### src/rtl/bit_serial_add_ctrl.sv
// Bit-serial adder controller: one full-adder slice reused over WIDTH cycles,
// LSB first, with an IDLE/RUN/DONE sequencer and registered {co,s} result.
module bit_serial_add_ctrl #(
    parameter int WIDTH = 32
) (
    input  logic             clk,
    input  logic             clrn,
    input  logic             start,
    input  logic [WIDTH-1:0] a,
    input  logic [WIDTH-1:0] b,
    input  logic             ci,
    output logic             busy,
    output logic             done,
    output logic [WIDTH-1:0] s,
    output logic             co,
    output logic [1:0]       state_dbg
);

    // Handshake: start is a request sampled on each rising edge; it is taken
    // only in IDLE or DONE, and a/b/ci are captured on that same edge. done is
    // a one-cycle pulse during which s/co hold the fresh result.

    localparam int CW = $clog2(WIDTH + 1);
    localparam logic [CW-1:0] LAST = CW'(WIDTH - 1);

    typedef enum logic [1:0] {
        ST_IDLE = 2'd0,
        ST_RUN  = 2'd1,
        ST_DONE = 2'd2
    } state_t;

    state_t           state;
    logic [WIDTH-1:0] a_sh;
    logic [WIDTH-1:0] b_sh;
    logic [WIDTH-1:0] s_sh;
    logic             c;
    logic [CW-1:0]    cnt;

    logic             slice_s;
    logic             slice_c;
    logic [WIDTH:0]   s_cat;
    logic             accept;

    // The only adder in the datapath: a single 1-bit full-adder slice.
    assign {slice_c, slice_s} = {1'b0, a_sh[0]} + {1'b0, b_sh[0]} + {1'b0, c};

    // New sum bit enters at the MSB; the upper WIDTH bits are the shifted value.
    assign s_cat  = {slice_s, s_sh};
    assign accept = start && ((state == ST_IDLE) || (state == ST_DONE));

    assign busy      = (state == ST_RUN);
    assign done      = (state == ST_DONE);
    assign state_dbg = state;

    always_ff @(posedge clk or negedge clrn) begin
        if (!clrn) begin
            state <= ST_IDLE;
            a_sh  <= '0;
            b_sh  <= '0;
            s_sh  <= '0;
            c     <= 1'b0;
            cnt   <= '0;
            s     <= '0;
            co    <= 1'b0;
        end else begin
            case (state)
                ST_RUN: begin
                    a_sh <= a_sh >> 1;
                    b_sh <= b_sh >> 1;
                    s_sh <= s_cat[WIDTH:1];
                    c    <= slice_c;
                    cnt  <= cnt + CW'(1);
                    if (cnt == LAST) begin
                        s     <= s_cat[WIDTH:1];
                        co    <= slice_c;
                        state <= ST_DONE;
                    end
                end
                default: begin
                    // IDLE and DONE both accept a new request; DONE otherwise
                    // falls back to IDLE after its single cycle.
                    if (accept) begin
                        a_sh  <= a;
                        b_sh  <= b;
                        c     <= ci;
                        cnt   <= '0;
                        state <= ST_RUN;
                    end else begin
                        state <= ST_IDLE;
                    end
                end
            endcase
        end
    end

endmodule

### config.mk
export PLATFORM = sky130hd
export DESIGN_NAME = bit_serial_add_ctrl
export DESIGN_NICKNAME = d
export VERILOG_FILES = /design/src/rtl/bit_serial_add_ctrl.sv
export SDC_FILE = /design/constraint.sdc
export NUM_CORES = 1
export LEC_CHECK = 0
export BUFFER_PORTS_ARGS = -buffer_cell sky130_fd_sc_hd__buf_2
export CELL_PAD_IN_SITES_DETAIL_PLACEMENT = 1
export CELL_PAD_IN_SITES_GLOBAL_PLACEMENT = 1
export CORE_UTILIZATION = 39
export CTS_CLUSTER_DIAMETER = 150
export DETAILED_ROUTE_END_ITERATION = 8
export GPL_ROUTABILITY_DRIVEN = 0
export PLACE_DENSITY_LB_ADDON = 0.1
export SYNTH_ARGS = -nofsm -noshare
export SYNTH_HDL_FRONTEND = slang
export SYNTH_SLANG_ARGS = --single-unit
export TNS_END_PERCENT = 1
### constraint.sdc
create_clock -name clk -period 1.8 [get_ports clk]
set_input_delay 0.09 -clock clk [delete_from_list [all_inputs] [get_ports clk]]
set_output_delay 0.09 -clock clk [all_outputs]
set_load 0.02 [all_outputs]
==> results by group, run 1 <==
Finish
  • Fin area: 7587 sq um
  • Nets: 761
  • Layout area overhead: 35.81%
  • Layout Cells excl Fill: 882
  • Inserted Diodes: 0
  • FILL cells: 1509
  • Layout cells sized above 1: 0.2650

Placed design
  • Placed cells: 784
  • Detailed Place HPWL: 8.668 mm
  • Post-Place Cell Area: 6359 sq um
  • Port Buffers: 104

Yosys
  • Top FF cell, synth: dfrtp_1
  • Unique masters post-synth: 26
  • Post-synth EDFFs: 0
  • Synth Instances: 521
  • Yosys top cell by area: dfrtp_1
  • Mean Syn Cell Area: 10.72 sq um
  • Commonest cells post-synth: nand2_1 (160), dfrtp_1 (137), nand3_1 (64), a22oi_1 (63), mux2_2 (32)
  • Post-synth top area share: 0.6137
  • Synth Register Bits: 137
  • Part of the Yosys area used for sequential elements: 0.6137
  • Mapped cell area: 5587 sq um
  • Post-Syn Nets: 591
  • Dominant cells by area after synthesis: dfrtp_1 (61%), nand2_1 (11%), a22oi_1 (8.5%)
  • Synth async-reset ratio: 1.000
  • Count leader, synth: nand2_1
  • Synth warnings: 0

Flow run
  • Max-Cap Viols: 0

Global routing
  • Grt total ovfl: 0
  • Met1 GRT Util: 0.2515
  • Vias in the first global route: 4846
  • Busiest layer in global routing: met2
  • Global-route wire length before repair: 23.56 mm
  • Largest net degree at the start of global routing: 42
  • Met2 GRT Util: 0.3540
  • Initial antenna violation count: 0
  • GR Util met3: 0.04635
  • GR Util All Layers: 0.2066

Floorplan
  • Die area: 14810 sq um
  • Initial Utilization: 0.4009
  • Die W: 121.7 microns
  • Die Ht: 121.7 microns
  • Core Region: 13930 sq um
  • Num rows: 43
  • I/O pins: 105

Pwr
  • Power density cells: 1642 nW/um^2
  • Switching part of the total power: 0.3558
  • Lkg Pwr: 3.894 nW
  • Maximum vdd drop: 0.0007027 V
  • Clk pwr share: 0.256
  • Part of the power in registers: 0.413
  • Sw power: 4.434 mW
  • Internal: 8.026 mW
  • Power Total: 12.46 mW
  • Combinational Power Share: 0.331

Detailed routing
  • WL/cell: 16.24 microns
  • DR vias: 4542
  • Number of remaining DRC errors: 0
  • Initial drt markers: 236
  • Routed vias/inst: 5.150
  • Antenna-violating nets left: 0
  • Final WL: 14.32 mm
  • DR pass1 iterations: 4

Timing
  • Tcrit/Tclk final: 0.9555
  • RSZ-0062 raised after global routing: false
  • Final hold vios: 0
  • Period minus WS final: 1.720 ns
  • Slew HR: 0.7100
  • # setup viols final: 0
  • F_max: 581.4 MHz
  • Pins Over Slew Limit: 0
  • Slew @ Worst Pin: 0.4350 ns
  • Worst clock skew: 0.006325 ns

CTS
  • CTS tree: built
  • Clock-pin slew on the worst setup and hold paths: 0.05 ns
  • TritonCTS buffer count: 17
  • Root buffer cell: clkbuf_16
  • Clk buf depth: 2
  • Clock sink total: 137
  • Clock latency on the worst-skew pair: 0.41 ns
  • CTS H-tree depth: 4

Critical path
  • CP arrival: 1.63 ns
  • Crit path kind: flip-flop to output pin
  • CP Capture Type: output pin
  • Startpoint Class: flip-flop
  • CP Max Fanout: 19
  • WP data required: 1.71 ns

Hold path
  • Class of the worst hold path: input pin to flip-flop

Outcome
  • Run status: complete, no violations
[stage by stage]
step,setup WS [ns],setup TNS [ns],hold WS [ns],util
finish,0.08007,0,0.07087,0.5445
floorplan,-0.04127,-1.165,-0.2056,-
detailed placement,0.09063,0,-0.001349,0.4563
global placement,0.1683,0,-0.001407,0.4563
global route,0.01072,0,0.06689,0.5445
CTS,0.05955,0,0.05460,0.5420
[power groups by stage]
stage	Combinational (mW)	Clock (mW)	Sequential [mW]
4_1_cts	4.18	3.26	5.16
6_report	4.13	3.18	5.15
3_5_place_dp	4.05	0	5.19
3_3_place_gp	3.87	0	5.12
5_1_grt	4.67	3.38	5.32
2_1_floorplan	2.61	0	5.25
[sequential cells by signal, indices dropped and copies added, names as in the netlist]
| register | flops |
|---|---|
| b_sh | 32 |
| s_sh | 31 |
| state_dbg | 2 |
| s | 32 |
| cnt | 6 |
| a_sh | 32 |
| co | 1 |
| c | 1 |
[critical path: stages, from the launching register on]
cell and delay, ns:
dfrtp_2 0.40, nand2b_4 0.17, clkinv_2 0.17, buf_4 0.27
buf_2 0.20
[area by class of cell]
cell class	instances	area, sq um	share of cell area
multi-input combinational	344	1989	0.2622
timing repair buffer	190	1405	0.1852
clock inverter	3	40.04	0.005277
sequential	137	3430	0.4520
tap	180	225.2	0.02968
clock buffer	27	493.0	0.06497
inverter	1	5.005	0.0006596
[cell usage in the layout (no fill, tap or decap), types with 2 or more instances in the layout]
cell / count
clkbuf_16: 18
clkinv_2: 3
nand3_1: 64
mux2i_1: 2
a22oi_1: 63
dlygate4sd3_1: 66
dfrtp_1: 136
nand4_1: 2
buf_2: 103
nor2_1: 3
mux2_2: 32
clkbuf_8: 3
nand2_1: 160
a22o_1: 3
buf_4: 15
buf_12: 4
clkbuf_1: 7
[final timing paths]
kind	start	end	slack [ns]	cells after the start
worst min register to register	s[8]	s[8]	0.48	1
worst max-delay path	state_dbg[1]	busy	0.08	4
worst min-delay path	start	cnt[0]	0.07	3
worst max register to register	cnt[2]	s[13]	0.08	5
max in group asynchronous	clrn	s_sh[18]	0.95	3
min in group asynchronous	clrn	s_sh[9]	0.13	2
[timing repair]
action,4_1_cts,5_1_grt
resized for setup,0,1
endpoints found under the setup margin,0,2
hold endpoints to repair,171,0
setup buffers,0,1
hold buffers,66,0
[metal layers]
metal  vias to the layer above  wire length, microns  part of all wire
met5                         -                     0                 0
met4                         0                   273             0.019
met3                        20                   501             0.035
met2                        90                  7221              0.50
met1                      2295                  6322              0.44
li1                       2137                     -                 -
[logic make-up (layout without fill, tap and decap cells)]
| family | count (synthesis) | in the layout | synth area share |
|---|---|---|---|
| xor gates and xnor gates | 1 | 1 | 0.001568 |
| and+or+nand+nor | 236 | 236 | 0.1805 |
| DFF | 137 | 137 | 0.6137 |
| muxes | 35 | 35 | 0.07010 |
| buffers and inverters | 40 | 221 | 0.03382 |
| adders and majority gates | 2 | 2 | 0.005823 |
| AOI/OAI and AO/OA | 70 | 70 | 0.09451 |
(Power assumes the default switching activity.)
==> run 2: changes to the inputs <==
MAX_ROUTING_LAYER = met4   (was default)
==> results by group, run 2 (same netlist as run 1, synthesis figures left out) <==
Finish
  • Most common cell after layout, fill and taps aside: nand2_1
  • Layout Cells excl Fill: 882
  • Nets: 761
  • Layout cells sized above 1: 0.2650
  • Layout area overhead: 35.81%
  • FILL cells: 1509
  • Most frequent cells in the layout: nand2_1 (160), dfrtp_1 (136), buf_2 (103)
  • Biggest regs: a_sh: 32 flops, b_sh: 32 flops, s: 32 flops
  • Inserted Diodes: 0
  • Final design utilization: 0.5445

Detailed routing
  • Routed vias/inst: 5.170
  • Initial drt markers: 288
  • DR vias: 4560
  • Final WL: 14.37 mm
  • Number of remaining DRC errors: 0
  • DR pass1 iterations: 4
  • Antenna-violating nets left: 0
  • WL/cell: 16.29 microns

Floorplan
  • Die Ht: 121.7 microns
  • I/O pins: 105
  • Die area: 14810 sq um
  • Num rows: 43
  • Initial Utilization: 0.4009
  • Die W: 121.7 microns
  • Core Region: 13930 sq um

Global routing
  • Global-route wire length before repair: 23.57 mm
  • GR Util All Layers: 0.2129
  • Initial antenna violation count: 0
  • Largest net degree at the start of global routing: 42
  • Grt total ovfl: 0
  • Vias in the first global route: 4846

Timing
  • Pins Over Slew Limit: 0
  • Tcrit/Tclk final: 0.9587
  • F_max: 579.5 MHz
  • # setup viols final: 0
  • Slew HR: 0.7073
  • Period minus WS final: 1.726 ns
  • Final hold vios: 0
  • Slew @ Worst Pin: 0.4374 ns
  • RSZ-0062 raised after global routing: false
  • Worst clock skew: 0.005219 ns

Hold path
  • Class of the worst hold path: input pin to flip-flop

Pwr
  • Lkg Pwr: 3.894 nW
  • Power density cells: 1643 nW/um^2
  • Maximum vdd drop: 0.0007080 V

Critical path
  • CP Cell Sequence: nand2b_4 > clkinv_2 > buf_4 > buf_2
  • Startpoint Class: flip-flop
  • Crit path kind: flip-flop to output pin
  • WP data required: 1.71 ns
  • CP Max Fanout: 19
  • Worst stage delay on the critical path: 0.40 ns
  • Slowest CP cell: dfrtp_2
  • CP arrival: 1.64 ns
  • CP Capture Type: output pin

CTS
  • Clock sink total: 137
  • CTS tree: built
  • CTS H-tree depth: 4
  • Root buffer cell: clkbuf_16
  • Clock-pin slew on the worst setup and hold paths: 0.05 ns
  • Clock latency on the worst-skew pair: 0.41 ns
  • TritonCTS buffer count: 17
  • Clk buf depth: 2

Flow run
  • Max-Cap Viols: 0

Outcome
  • Run status: complete, no violations

Placed design
  • Port Buffers: 104
  • Detailed Place HPWL: 8.668 mm
  • Placed cells: 784
-- run 2: routing by layer --
layer | wire (microns) | up-vias | part of all wire | GRT usage
li1 | - | 2136 | - | -
met2 | 7210 | 92 | 0.50 | 0.3537
met4 | 271 | 0 | 0.019 | 0.08333
met3 | 459 | 20 | 0.032 | 0.04448
met1 | 6429 | 2312 | 0.45 | 0.2534
met5 | 0 | - | 0 | -
-- run 2: path summary, 6_finish.rpt --
check,start,to,slack [ns],cells past startpoint
setup / recovery,state_dbg[1],busy,0.07,4
hold / removal,start,cnt[0],0.07,3
setup reg to reg,cnt[2],s[13],0.09,5
hold reg to reg,s[8],s[8],0.48,1
max in group asynchronous,clrn,s_sh[18],0.95,3
min in group asynchronous,clrn,s_sh[9],0.13,2
-- run 2: worst max-delay path, delay by kind of cell, from the launching register on --
| family | cells | cell delay, ns |
|---|---|---|
| and+or+nand+nor | 1 | 0.17 |
| DFF | 1 | 0.40 |
| buffers and inverters | 3 | 0.65 |
-- run 2: what timing repair did --
action | in CTS | in global routing
setup endpoints to repair | 0 | 2
buffers inserted | 0 | 1
resized for setup | 0 | 1
hold buffers | 66 | 0
endpoints found under the hold margin | 171 | 0
-- run 2: layout make-up --
class / instances / area [sq um] / share of cell area
inverter: 1 / 5.005 / 0.0006596
timing repair buffer: 190 / 1405 / 0.1852
clock buffer: 27 / 493.0 / 0.06497
multi-input combinational: 344 / 1989 / 0.2622
sequential: 137 / 3430 / 0.4520
tap: 180 / 225.2 / 0.02968
clock inverter: 3 / 40.04 / 0.005277
-- run 2: through the flow --
step / power, mW / setup WS (ns) / hold slack [ns] / setup TNS [ns] / instance area, sq um
2_1_floorplan: 7.860 / -0.04127 / -0.2056 / -1.165 / 5595
3_3_place_gp: 8.992 / 0.1683 / -0.001407 / 0 / 6359
3_5_place_dp: 9.245 / 0.09063 / -0.001349 / 0 / 6359
4_1_cts: 12.60 / 0.05955 / 0.05460 / 0 / 7552
5_1_grt: 13.38 / 0.01085 / 0.06677 / 0 / 7587
6_report: 12.47 / 0.07430 / 0.06711 / 0 / 7587
-- run 2: report_power, final --
group	switching [mW]	total [mW]	internal, mW
Clock	1.19	3.18	1.99
Sequential	0.787	5.15	4.36
Combinational	2.46	4.14	1.67
==> run 3: changes to the inputs <==
RECOVER_POWER = 100   (was default)
==> results by group, run 3 (same netlist as run 1, synthesis figures left out) <==
Outcome
  • Run status: complete, no violations

Critical path
  • WP data required: 2.10 ns
  • FF-to-FF path depth: 5
  • Slowest CP cell: dfrtp_1
  • CP Max Fanout: 17
  • Reg2Reg Launch Point: cnt[2]
  • Launch point of the critical path: cnt[2]
  • Critical Path End: s[26]
  • CP Capture Type: flip-flop
  • Crit path kind: flip-flop to flip-flop
  • CP arrival: 2.02 ns
  • CP Cell Sequence: nand3_1 > nor4b_4 > buf_4 > buf_8 > mux2_2
  • Startpoint Class: flip-flop
  • Reg2reg setup slack: 0.08 ns
  • Reg2reg end: s[26]
  • Worst stage delay on the critical path: 0.41 ns

CTS
  • Clock latency on the worst-skew pair: 0.41 ns
  • CTS H-tree depth: 4
  • TritonCTS buffer count: 17
  • Clock sink total: 137
  • CTS tree: built
  • Clock-pin slew on the worst setup and hold paths: 0.06 ns
  • Clk buf depth: 2
  • Root buffer cell: clkbuf_16

Timing
  • Slew HR: 0.4611
  • # setup viols final: 0
  • Slew @ Worst Pin: 0.8084 ns
  • Final hold vios: 0
  • Pins Over Slew Limit: 0
  • RSZ-0062 raised after global routing: false
  • F_max: 580.4 MHz
  • Tcrit/Tclk final: 0.9571
  • Worst clock skew: 0.005330 ns
  • Period minus WS final: 1.723 ns
  • Final hold slack: 0.06395 ns

Global routing
  • Grt total ovfl: 0
  • Initial antenna violation count: 0
  • Global-route wire length before repair: 23.57 mm
  • Vias in the first global route: 4846
  • GR Util All Layers: 0.2129
  • Largest net degree at the start of global routing: 42

Detailed routing
  • DR vias: 4553
  • WL/cell: 16.27 microns
  • DR pass1 iterations: 4
  • Initial drt markers: 261
  • Number of remaining DRC errors: 0
  • Final WL: 14.35 mm
  • Antenna-violating nets left: 0
  • Routed vias/inst: 5.162

Floorplan
  • Initial Utilization: 0.4009
  • Core Region: 13930 sq um
  • Die area: 14810 sq um
  • Die W: 121.7 microns
  • Num rows: 43
  • I/O pins: 105
  • Die Ht: 121.7 microns

Finish
  • Final design utilization: 0.5367
  • FILL cells: 1528
  • Layout cells sized above 1: 0.2123
  • Layout area overhead: 33.86%
  • Fin area: 7478 sq um
  • Most frequent cells in the layout: nand2_1 (160), dfrtp_1 (136), buf_2 (67)
  • Nets: 761
  • Layout Cells excl Fill: 882
  • Biggest regs: a_sh: 32 flops, b_sh: 32 flops, s: 32 flops
  • Inserted Diodes: 0
  • Most common cell after layout, fill and taps aside: nand2_1

Placed design
  • Port Buffers: 104
  • Placed cells: 784
  • Detailed Place HPWL: 8.668 mm
  • Post-Place Cell Area: 6359 sq um

Hold path
  • Class of the worst hold path: input pin to flip-flop

Pwr
  • Maximum vdd drop: 0.0006932 V
  • Power Total: 12.33 mW
  • Power density cells: 1649 nW/um^2
  • Lkg Pwr: 3.720 nW

Flow run
  • Max-Cap Viols: 0
## run 3: cell types whose count changed in the layout (fill, tap and decap cells not counted), moves of 4 or more
cell / change
buf_2: -36
buf_4: -6
clkbuf_1: +36
buf_12: -4
clkbuf_4: +4
clkbuf_2: +6
## run 3: through the flow
stage                     setup slack (ns)  TNS, ns
after detailed placement           0.09063        0
after CTS                          0.05955        0
after floorplan                   -0.04127   -1.165
after global placement              0.1683        0
after global routing              0.004731        0
final                              0.07715        0
## run 3: critical path: cells and delay by family (launching register included)
family	cells	cell delay, ns
buffers and inverters	2	0.36
DFF	1	0.41
muxes	1	0.36
and+or+nand+nor	2	0.47
## run 3: routing by layer
metal / vias up / part of all wire / track usage
li1: 2138 / - / -
met1: 2298 / 0.44 / 0.2534
met2: 97 / 0.50 / 0.3537
met3: 20 / 0.035 / 0.04448
met4: 0 / 0.019 / 0.08333
met5: - / 0 / -
## run 3: layout make-up
cell class,count,area [sq um],area share
flip-flops and latches,137,3430,0.4586
multi-input cells,344,1987,0.2657
repair buffers,190,1299,0.1737
clock buffers,27,493.0,0.06592
well taps,180,225.2,0.03012
clock inverters,3,40.04,0.005354
inverters,1,5.005,0.0006692
## run 3: how the worst min path moves through the flow
stage,startpoint,to,slack [ns],depth (start not counted)
global placement,clrn,s_sh[9],-0.001,1
floorplan,clrn,a_sh[0],-0.21,0
global route,start,cnt[0],0.06,3
detailed placement,clrn,s_sh[9],-0.001,1
finish,start,cnt[0],0.06,3
CTS,start,cnt[0],0.05,3
## run 3: timing repair
| action | CTS | global route |
|---|---|---|
| hold endpoints to repair | 171 | 0 |
| endpoints found under the setup margin | 0 | 2 |
| hold buffers | 66 | 0 |
| buffers inserted | 0 | 1 |
| resized for setup | 0 | 1 |
## run 3: power breakdown
part | switching, mW | internal (mW) | leakage [nW]
registers | 0.793 | 4.36 | 1.77
logic | 2.45 | 1.54 | 1.69
clock network | 1.19 | 1.99 | 0.261
total | 4.44 | 7.89 | 3.72
